==> src/rtl/ext_pkg.sv <==
// Shared definitions for the immediate-extension stage: mode encodings and
// the legality test used by the extension core.
package ext_pkg;

  localparam int MODE_W = 3;

  localparam logic [MODE_W-1:0] EXT_ZERO  = 3'd0;
  localparam logic [MODE_W-1:0] EXT_SIGN  = 3'd1;
  localparam logic [MODE_W-1:0] EXT_HIGH  = 3'd2;
  localparam logic [MODE_W-1:0] EXT_ONES  = 3'd3;
  localparam logic [MODE_W-1:0] EXT_SHL2  = 3'd4;
  localparam logic [MODE_W-1:0] EXT_SHL2Z = 3'd5;

  function automatic logic is_legal_mode(input logic [MODE_W-1:0] mode);
    return (mode <= EXT_SHL2Z);
  endfunction

endpackage

==> src/rtl/ext_core.sv <==
// Combinational immediate widener: IN_W-bit immediate to OUT_W bits under
// one of six extension modes; modes 6 and 7 yield zero with err set.
module ext_core
  import ext_pkg::*;
#(
  parameter int IN_W  = 16,
  parameter int OUT_W = 32
) (
  input  logic [IN_W-1:0]   imm,
  input  logic [MODE_W-1:0] mode,
  output logic [OUT_W-1:0]  value,
  output logic              err
);

  if (IN_W < 1 || IN_W >= OUT_W) begin : g_width_check
    $error("ext_core: requires 1 <= IN_W < OUT_W");
  end

  logic [OUT_W-1:0] zext;
  logic [OUT_W-1:0] sext;

  assign zext = {{(OUT_W-IN_W){1'b0}}, imm};
  assign sext = {{(OUT_W-IN_W){imm[IN_W-1]}}, imm};

  // NOTE: every always_comb output gets a default first, so no path can leave it unassigned and infer a latch.
  always_comb begin
    value = '0;
    err   = !is_legal_mode(mode);
    case (mode)
      EXT_ZERO:  value = zext;
      EXT_SIGN:  value = sext;
      EXT_HIGH:  value = {imm, {(OUT_W-IN_W){1'b0}}};
      EXT_ONES:  value = {{(OUT_W-IN_W){1'b1}}, imm};
      EXT_SHL2:  value = sext << 2;
      EXT_SHL2Z: value = zext << 2;
      default:   value = '0;
    endcase
  end

endmodule

==> src/rtl/ext_stage.sv <==
// Registered immediate-extension stage with a 2-entry skid buffer so the
// downstream stall never reaches in_ready combinationally.
module ext_stage
  import ext_pkg::*;
#(
  parameter int IN_W  = 16,
  parameter int OUT_W = 32,
  parameter int TAG_W = 5
) (
  input  logic              clk,
  input  logic              reset,
  input  logic              flush,
  input  logic              in_valid,
  output logic              in_ready,
  input  logic [IN_W-1:0]   imm,
  input  logic [MODE_W-1:0] mode,
  input  logic [TAG_W-1:0]  tag,
  output logic              out_valid,
  input  logic              out_ready,
  output logic [OUT_W-1:0]  result,
  output logic [TAG_W-1:0]  out_tag,
  output logic              err
);

  // Buffer occupancy as {main_valid, skid_valid}; 01 cannot occur.
  localparam logic [1:0] ST_EMPTY = 2'b00;
  localparam logic [1:0] ST_ONE   = 2'b10;
  localparam logic [1:0] ST_FULL  = 2'b11;

  logic [OUT_W-1:0] core_value;
  logic             core_err;

  ext_core #(.IN_W(IN_W), .OUT_W(OUT_W)) u_core (
    .imm   (imm),
    .mode  (mode),
    .value (core_value),
    .err   (core_err)
  );

  logic             main_valid;
  logic             skid_valid;
  logic [OUT_W-1:0] skid_result;
  logic [TAG_W-1:0] skid_tag;
  logic             skid_err;
  logic             accept;
  logic             transfer;

  // skid_valid is a flop, so in_ready has no combinational dependence on out_ready.
  assign in_ready  = !skid_valid;
  assign out_valid = main_valid;
  assign accept    = in_valid && in_ready;
  assign transfer  = main_valid && out_ready;

  // NOTE: sequential state uses non-blocking assignments so every flop samples pre-edge values.
  always_ff @(posedge clk) begin
    if (reset) begin
      main_valid <= 1'b0;
      skid_valid <= 1'b0;
      result     <= '0;
      out_tag    <= '0;
      err        <= 1'b0;
    end else if (flush) begin
      main_valid <= 1'b0;
      skid_valid <= 1'b0;
    end else begin
      case ({main_valid, skid_valid})
        ST_EMPTY: begin
          if (accept) begin
            main_valid <= 1'b1;
            result     <= core_value;
            out_tag    <= tag;
            err        <= core_err;
          end
        end
        ST_ONE: begin
          if (accept && transfer) begin
            result  <= core_value;
            out_tag <= tag;
            err     <= core_err;
          end else if (accept) begin
            skid_valid <= 1'b1;
          end else if (transfer) begin
            main_valid <= 1'b0;
          end
        end
        ST_FULL: begin
          if (transfer) begin
            skid_valid <= 1'b0;
            result     <= skid_result;
            out_tag    <= skid_tag;
            err        <= skid_err;
          end
        end
        default: begin
          main_valid <= 1'b0;
          skid_valid <= 1'b0;
        end
      endcase
    end
  end

  // NOTE: skid payload has no reset; it is only ever observed behind skid_valid, which is reset.
  always_ff @(posedge clk) begin
    if (accept && main_valid && !transfer) begin
      skid_result <= core_value;
      skid_tag    <= tag;
      skid_err    <= core_err;
    end
  end

endmodule

==> config.mk <==
export PLATFORM = sky130hd
export DESIGN_NAME = ext_stage
export DESIGN_NICKNAME = d
export VERILOG_FILES = /design/src/rtl/ext_pkg.sv /design/src/rtl/ext_core.sv /design/src/rtl/ext_stage.sv
export SDC_FILE = /design/constraint.sdc
export NUM_CORES = 1
export LEC_CHECK = 0
export BUFFER_PORTS_ARGS = -buffer_cell sky130_fd_sc_hd__buf_4
export CELL_PAD_IN_SITES_DETAIL_PLACEMENT = 1
export CELL_PAD_IN_SITES_GLOBAL_PLACEMENT = 2
export CORE_MARGIN = 4
export CORE_UTILIZATION = 31
export CTS_CLUSTER_DIAMETER = 120
export CTS_CLUSTER_SIZE = 30
export DETAILED_ROUTE_END_ITERATION = 12
export HOLD_SLACK_MARGIN = 0.08
export PLACE_DENSITY_LB_ADDON = 0.3
export SYNTH_ARGS = -nofsm -noshare
export SYNTH_HDL_FRONTEND = slang
export SYNTH_SLANG_ARGS = --single-unit
export TNS_END_PERCENT = 30
==> constraint.sdc <==
create_clock -name clk -period 3 [get_ports clk]
set_clock_uncertainty 0.15 [all_clocks]
set_input_delay 0.3 -clock clk [delete_from_list [all_inputs] [get_ports clk]]
set_output_delay 0.3 -clock clk [all_outputs]
set_load 0.005 [all_outputs]
-- Yosys cells after proc, flatten, opt, wreduce, memory -nomap -nowiden
Index checks and enable logic that the tools add are counted.
- $lt $le $gt $ge: 1
- equality and inequality tests: 14
- multiplexer cells: 20
- bitwise logic cells: 3
- reductions and logical operators: 15
- operators by type and width (kind ; count):
    $pmux W32 S6 ; 1
    $mux W32 ; 3
    $pmux W32 S3 ; 1
    $mux W5 ; 3
    $pmux W5 S3 ; 1
    $ne A2 B2 Y1 const B ; 7
    $reduce_and A5 Y1 ; 2
    $pmux W1 S3 ; 3
    $mux W1 ; 8
    $eq A3 B2 Y1 const B ; 2
    $eq A3 B3 Y1 const B ; 2
    $logic_and A1 B1 Y1 ; 5
    $eq A2 B2 Y1 const B ; 2
    $reduce_and A4 Y1 ; 1
    $eq A3 B1 Y1 const B ; 1
    $le A3 B3 Y1 const B ; 1
    $logic_not A1 Y1 ; 3
    $logic_not A3 Y1 ; 1
    $not A1 Y1 ; 3
    $reduce_bool A3 Y1 ; 1
    $logic_not A2 Y1 ; 1
    $reduce_or A2 Y1 ; 1
- register bits after elaboration: 78
- bits of input ports: 29
- output and inout port bits: 40
- logic and storage cells: 61

-- Longest topological paths before layout
Gate-level depths: netlist of run 1.
- depth in word-level cells: 5
- mapped depth: 8
- depth with buffers taken out: 4

-- Cells and area by module
From an unflattened synthesis of run 1, not the netlist that was laid out.
- cell total of the unflattened synthesis: 357
- area, all modules: 3799.9 um2
- by module, submodules not included (module ; instances ; cells each ; area each (um2) ; seq. area each (um2)):
    ext_stage ; 1 ; 277 ; 3223.1 ; 1941.9
    ext_core ; 1 ; 80 ; 576.8 ; 0.0

-- Least setup slack after synthesis of run 1
Ideal clock, no wire load.
- path type: register -> register
- start point: reg main_valid (netlist: out_valid)
- end point: reg skid_err (enable)
- library setup time: 0.433 ns
- arrival time: 2.322 ns
- required time: 2.417 ns
- path slack: 0.095 ns
- stages on the path, launching flop included: 3
- buffers on the path: 0
- period minus slack after synthesis: 2.905 ns
- cells stage by stage: dfxtp_1 > or2b_1 > nor2_1
- longest elaborated chain between the ends: 3
- elaborated cells on any way between the ends: 4
- those cells by class: 4 x reduce/logical
- ends and longest elaborated chain (what ; line ; RTL):
    from (decl) ; ext_stage.sv:40 ; logic main_valid;
    from (signal assigned) ; ext_stage.sv:57 ; main_valid <= 1'b0;
    from (signal assigned) ; ext_stage.sv:63 ; main_valid <= 1'b0;
    from (signal assigned) ; ext_stage.sv:69 ; main_valid <= 1'b1;
    $logic_and A1 B1 Y1 ; ext_stage.sv:52 ; assign transfer = main_valid && out_ready;
    $logic_not A1 Y1 ; ext_stage.sv:104 ; if (accept && main_valid && !transfer) begin
    $logic_and A1 B1 Y1 (*) ; ext_stage.sv:104 ;
    to (signal assigned) ; ext_stage.sv:107 ; skid_err <= core_err;
    to (decl) ; ext_stage.sv:44 ; logic skid_err;
Mark *: on every way between the ends. The rest lies on a longest branch, timed or not.
A chain may end at the register's enable or synchronous reset.

-- Final worst setup path of run 1
- start point: reg skid_valid
- end point: reg result[12]
- longest elaborated chain between the ends: 5
- elaborated cells on any way between the ends: 12
- those cells by class: 5 x eq/ne; 1 x mux; 6 x reduce/logical
- ends and longest elaborated chain (what ; line ; RTL):
    from (decl) ; ext_stage.sv:41 ; logic skid_valid;
    from (signal assigned) ; ext_stage.sv:58 ; skid_valid <= 1'b0;
    from (signal assigned) ; ext_stage.sv:64 ; skid_valid <= 1'b0;
    from (signal assigned) ; ext_stage.sv:81 ; skid_valid <= 1'b1;
    $logic_not A1 Y1 ; ext_stage.sv:49 ; assign in_ready = !skid_valid;
    $logic_and A1 B1 Y1 ; ext_stage.sv:51 ; assign accept = in_valid && in_ready;
    $logic_and A1 B1 Y1 ; ext_stage.sv:76 ; if (accept && transfer) begin
    $ne A2 B2 Y1 (no line) ; - ;
    $reduce_and A5 Y1 (no line) ; - ;
    to (signal assigned) ; ext_stage.sv:70 ; result <= core_value;
    to (signal assigned) ; ext_stage.sv:77 ; result <= core_value;
    to (signal assigned) ; ext_stage.sv:89 ; result <= skid_result;
    to (decl) ; ext_stage.sv:20 ; output logic [OUT_W-1:0] result,
Parallel ways exist; a longest one is shown, timed or not.

==> qor.txt, run 1 <==
family with the most delay on the worst path: simple AND/OR/NAND/NOR gates
die width: 117 um
Setup crit end kind: flop
Reg2Reg Depth: 4
port bufs: 68
crit path cell chain: nor2_1, or4_4, a311o_1, a21oi_1
Worst-path clk slew: 0.06 ns
# fillers: 1275
hold depth: 3
CP max stage cell: or4_4
CTS tree: done
cell taking the most area after synthesis: edfxtp_1
worst hold start: imm[7]
Worst Path Arrival: 2.18 ns
Fin Setup TNS: 0 ns
Synth Flop Type: dfxtp_1
die area: 13600 um^2
Max stage delay on crit path: 0.70 ns
Area Growth Syn to Fin: 26.7%
reg2reg start: skid_valid$_SDFFE_PP0P_
final setup fails: 0
share of cells above drive strength 1: 27.8%
final net count: 467
status: completed
overflow left after global routing: 0
flops & latches, synth: 78
pre-CTS setup slack: 0.904 ns
antenna diode count: 0
Post-CTS Setup Bufs: 0
worst-margin pin slew: 0.550 ns
antenna violations before repair: 0
Buf+Inv Stages, Crit Path: 0
CP startpoint kind: flop
Cells after Synth: 378
CTS resizes: 0
Async SR Flop Fraction: 0%
# IOs: 69
worst path required time: 3.12 ns
TritonCTS buffer count: 9
Initial DRC Count: 183
maximum VDD drop: 0.236 mV
number of enable flip-flop cells after synthesis: 38
Max clock buf depth: 2
FF-to-FF setup slack: 0.94 ns
clk root buf: clkbuf_16
drt first pass iters: 5
Pwr Density: 567 nW/um^2
routability congestion estimate: 0.716
worst skew pair latency: 0.34 ns
most frequent cells in the layout: nand2_1 (82), buf_4 (76), dfxtp_1 (40)
FF-to-FF End: result[12]$_SDFFE_PP0P_
RSZ-0062 raised after global routing: no
Final Hold Fails: 0
smallest setup slack after layout: 0.936 ns
Detail Route Antenna Nets: 0
vias in the first global route: 3148
crit path max fanout: 32
Min Clock Period, post-route: 2.06 ns
CTS H-tree depth: 3
Hold Path End: skid_result[7]$_DFFE_PP_
syn avg cell area: 9.69 um^2
via count: 3106
Pins Over Slew Limit: 0
Sequential Area: 1940 um^2
Global Route Usage Sum: 16.4%
clk sink count: 78
synth unique cells: 39
footprint of the multi-input gates: 1570 um^2
post-synth net total: 407
most common cell after layout, fill and taps aside: nand2_1
slew margin rel.: 63.2%
Netlist Area Pre-Place: 3660 um^2
Die Height: 117 um
first-pass GRT wire length: 17000 um
fmax: 484 MHz
HP Class: input pin to flop
FP Rows: 39
share of the synthesized area in the top cell type: 31.2%
WL final: 10600 um
critical path class: flop to flop
sequential-to-total area share from yosys stat: 53.0%
Remaining DRCs: 0
Period Utilization, post-route: 68.8%
max_cap viols: 0
Synth area leaders: edfxtp_1 (31%), dfxtp_1 (22%), nand2_1 (8.4%)
DPL Wire Length: 7100 um
Initial Util: 31.9%
wire per inst: 18.1 um
Core ar.: 11500 um^2
YS warnings: 0
pin count of the biggest net entering global routing: 38
Via-to-Cell Ratio: 5.30
LEAKAGE: 1.94 nW
## synth_stat cells, types with 2 or more instances
cell / count
a211oi_1: 2
a21o_1: 13
a21oi_1: 32
a221oi_1: 14
a311o_1: 12
a311oi_1: 6
a31oi_1: 2
and2_1: 5
buf_2: 7
buf_6: 2
clkbuf_1: 23
dfxtp_1: 40
edfxtp_1: 38
inv_1: 3
mux2i_1: 13
nand2_1: 82
nand2b_1: 2
nand3_1: 3
nor2_1: 24
nor2b_1: 4
o211ai_1: 3
o21ai_0: 3
o221ai_1: 2
or2_2: 28
## worst max path at each step
stage / start / to / slack, ns / cells after the start
after floorplan: out_valid$_SDFFE_PP0P_ / skid_err$_DFFE_PP_ / 0.1 / 2
after global placement: mode[2] / result[19]$_SDFFE_PP0P_ / 0.94 / 6
after detailed placement: mode[2] / result[19]$_SDFFE_PP0P_ / 0.90 / 6
after CTS: skid_valid$_SDFFE_PP0P_ / result[8]$_SDFFE_PP0P_ / 0.94 / 4
after global routing: skid_valid$_SDFFE_PP0P_ / result[12]$_SDFFE_PP0P_ / 0.80 / 4
final: skid_valid$_SDFFE_PP0P_ / result[12]$_SDFFE_PP0P_ / 0.94 / 4
## power breakdown
group / internal [mW] / leakage, nW / switching (mW)
Clock: 0.744 / 0.155 / 0.429
Sequential: 1.15 / 0.675 / 0.0166
Combinational: 0.132 / 1.11 / 0.153
## per-stage QoR
| stage | total power, mW | instances | hold slack (ns) | util [%] | cell area, um^2 |
|---|---|---|---|---|---|
| 3_5_place_dp | 1.48 | 565 | 0.296 | 37.3 | 4280 |
| 3_3_place_gp | 1.47 | 565 | 0.288 | 37.3 | 4280 |
| 6_report | 2.63 | 586 | 0.146 | 40.5 | 4640 |
| 2_1_floorplan | 1.35 | 378 | 0.249 | - | 3660 |
| 5_1_grt | 2.74 | 586 | 0.159 | 40.5 | 4640 |
| 4_1_cts | 2.67 | 586 | 0.136 | 40.5 | 4640 |
## worst reg2reg max path: cells and delay by family, from the launching register on
| family | cells | cell delay, ns |
|---|---|---|
| DFF | 1 | 0.45 |
| and+or+nand+nor | 2 | 0.83 |
| AOI/OAI and AO/OA | 2 | 0.56 |
## cells by family (layout without fill, tap and decap cells)
group / Yosys count / in the layout / synth area share (%)
multiplexers: 13 / 13 / 3.55
buffers and inverters: 35 / 100 / 4.24
AND/OR/NAND/NOR: 157 / 157 / 20.2
AO/OA/AOI/OAI: 95 / 95 / 19.0
flip-flops: 78 / 78 / 53.0
## area by class of cell
cell class	count	area share, %
timing repair buffer	81	13.4
inverter	3	0.243
clock buffer	11	5.23
sequential	78	41.8
clock inverter	5	1.56
multi-input combinational	265	33.9
tap	143	3.86
## registers in the layout (all words and copies together) (netlist names)
name,count
skid_result,32
skid_tag,5
skid_err,1
skid_valid,1
out_valid,1
err,1
result,32
out_tag,5
## per-layer routing
layer  GRT usage [%]  vias to the layer above  part of all wire [%]
li1                -                     1480                     -
met1            21.4                     1552                    46
met2            26.1                       62                    47
met3            4.66                       12                   5.1
met4            5.50                        0                   1.5
met5               0                        -                     0
## what timing repair did
item / 4_1_cts / 5_1_grt
setup endpoints to repair: 0 / 0
hold buffers: 5 / 0
hold endpoints to repair: 6 / 0
(Power assumes the default switching activity.)
==> inputs of run 2 (changes only) <==
--- a/config.mk
+++ b/config.mk
@@ -9,7 +9,7 @@
 export CELL_PAD_IN_SITES_DETAIL_PLACEMENT = 1
 export CELL_PAD_IN_SITES_GLOBAL_PLACEMENT = 2
 export CORE_MARGIN = 4
-export CORE_UTILIZATION = 31
+export CORE_UTILIZATION = 34
 export CTS_CLUSTER_DIAMETER = 120
 export CTS_CLUSTER_SIZE = 30
 export DETAILED_ROUTE_END_ITERATION = 12
==> constraint.sdc (replaced) <==
create_clock -name clk -period 2 [get_ports clk]
set_clock_uncertainty 0.15 [all_clocks]
set_input_delay 0.2 -clock clk [delete_from_list [all_inputs] [get_ports clk]]
set_output_delay 0.2 -clock clk [all_outputs]
set_load 0.005 [all_outputs]
==> run 2 against run 1 <==
Net effect: clock power rose by 13%; critical endpoint is now result[8]$_SDFFE_PP0P_; sequential cell count is the same; worst setup slack got worse by 0.91 ns; combinational power is 62% higher; sequential share of layout area is 1.1 points lower; utilization rose by 5.3 points; critical path type is now input pin to flop; critical path depth up 2.
==> qor.txt, run 2 (synthesis results as in run 1) <==
slew margin rel.: 63.8%
Fin Setup TNS: 0 ns
crit path max fanout: 30
port bufs: 68
pre-CTS setup slack: 0.0318 ns
Pint: 2.66 mW
Pwr Density: 741 nW/um^2
M3 GR Usage: 3.53%
fmax: 505 MHz
drt first pass iters: 4
pin count of the biggest net entering global routing: 34
worst path required time: 2.14 ns
Period Utilization, post-route: 98.9%
final setup fails: 0
smallest setup slack after layout: 0.0212 ns
LEAKAGE: 2.00 nW
Switching Share: 24.9%
met1 Usage GRT: 21.9%
clk sink count: 78
die area: 12500 um^2
Finished Layout Cells: 603
clk root buf: clkbuf_8
vias in the first global route: 3429
NetSw: 881 uW
Area Growth Syn to Fin: 30.3%
combinational power share: 13.0%
FP Rows: 37
worst skew pair latency: 0.36 ns
via count: 3180
TritonCTS buffer count: 9
most common cell after layout, fill and taps aside: nand2_1
die width: 112 um
CTS H-tree depth: 3
Core ar.: 10400 um^2
critical path class: input pin to flop
Via-to-Cell Ratio: 5.27
Detail Route Antenna Nets: 0
wire per inst: 17.6 um
status: completed
biggest regs: result: 32 flops, skid_result: 32 flops
CP startpoint kind: input pin
# fillers: 1215
Min Hold Slack: 0.0987 ns
placed insts: 564
Flop pwr share: 49.6%
share of cells above drive strength 1: 28.5%
Global Route Usage Sum: 17.5%
Worst Path Arrival: 2.12 ns
final net count: 491
most frequent cells in the layout: nand2_1 (82), buf_4 (81), dfxtp_1 (39)
first-pass GRT wire length: 17600 um
overflow left after global routing: 0
routability congestion estimate: 0.783
worst-margin pin slew: 0.543 ns
# IOs: 69
maximum VDD drop: 0.384 mV
Max clock buf depth: 2
GR Util met2: 30.5%
WL final: 10600 um
Final Hold Fails: 0
Remaining DRCs: 0
Setup crit end kind: flop
antenna violations before repair: 0
Post-CTS Setup Bufs: 0
HP Class: input pin to flop
Clock Power Share: 37.4%
max_cap viols: 0
DPL Wire Length: 7100 um
antenna diode count: 0
RSZ-0062 raised after global routing: yes
layer with the highest usage: met2
Pins Over Slew Limit: 0
Worst-path clk slew: 0.09 ns
CTS tree: done
Initial DRC Count: 162
Min Clock Period, post-route: 1.98 ns
Die Height: 112 um
Initial Util: 35.2%
-- run 2: changes by cell type in the layout (fill, tap and decap cells not counted), sizes merged --
cell	before	now
clkinvlp	0	1
dlygate4sd3	5	23
clkbuf	11	10
buf	76	82
-- run 2: worst max-delay path, stage by stage --
cell and delay [ns]:
dlygate4sd3_1 0.53, buf_4 0.12, nor2_1 0.07, or4_4 0.68, a311o_1 0.39, a21oi_1 0.12
-- run 2: path summary, 6_finish.rpt --
| path | from | end | slack (ns) | depth (start not counted) |
|---|---|---|---|---|
| min | reset | result[15]$_SDFFE_PP0P_ | 0.1 | 2 |
| max | in_valid | result[8]$_SDFFE_PP0P_ | 0.02 | 6 |
| max reg2reg | skid_valid$_SDFFE_PP0P_ | result[8]$_SDFFE_PP0P_ | 0.05 | 4 |
| min reg2reg | result[30]$_SDFFE_PP0P_ | result[30]$_SDFFE_PP0P_ | 0.31 | 1 |
-- run 2: final cells by class --
type / count / area, um^2 / area share, %
Multi-Input combinational cell: 265 / 1580 / 33.0
Sequential cell: 78 / 1940 / 40.7
Clock inverter: 6 / 86.3 / 1.81
Inverter: 3 / 11.3 / 0.236
Tap cell: 136 / 170 / 3.57
Clock buffer: 10 / 128 / 2.67
Timing Repair Buffer: 105 / 858 / 18.0
-- run 2: metrics by stage --
step / cell area [um^2] / utilization (%) / total power, mW
final: 4770 / 45.8 / 3.54
after global routing: 4770 / 45.8 / 3.70
after CTS: 4770 / 45.8 / 3.57
after detailed placement: 4320 / 41.5 / 2.22
after floorplan: 3670 / - / 2.02
after global placement: 4320 / 41.5 / 2.21
-- run 2: timing repair --
action                     4_1_cts  5_1_grt
gates resized for setup          0        2
setup endpoints to repair        0       25
hold endpoints to repair        30        0
hold buffers                    23        0
-- run 2: power groups by stage --
stage	sequential, mW	clock [mW]	combinational, mW
3_5_place_dp	1.79	0	0.429
3_3_place_gp	1.79	0	0.420
2_1_floorplan	1.79	0	0.234
4_1_cts	1.75	1.35	0.467
5_1_grt	1.76	1.42	0.517
6_report	1.75	1.32	0.462
-- run 2: metal layers --
metal | wire length (um) | share of wire [%]
met1 | 4780 | 45
met3 | 491 | 4.6
met2 | 5210 | 49
met4 | 129 | 1.2
met5 | 0 | 0
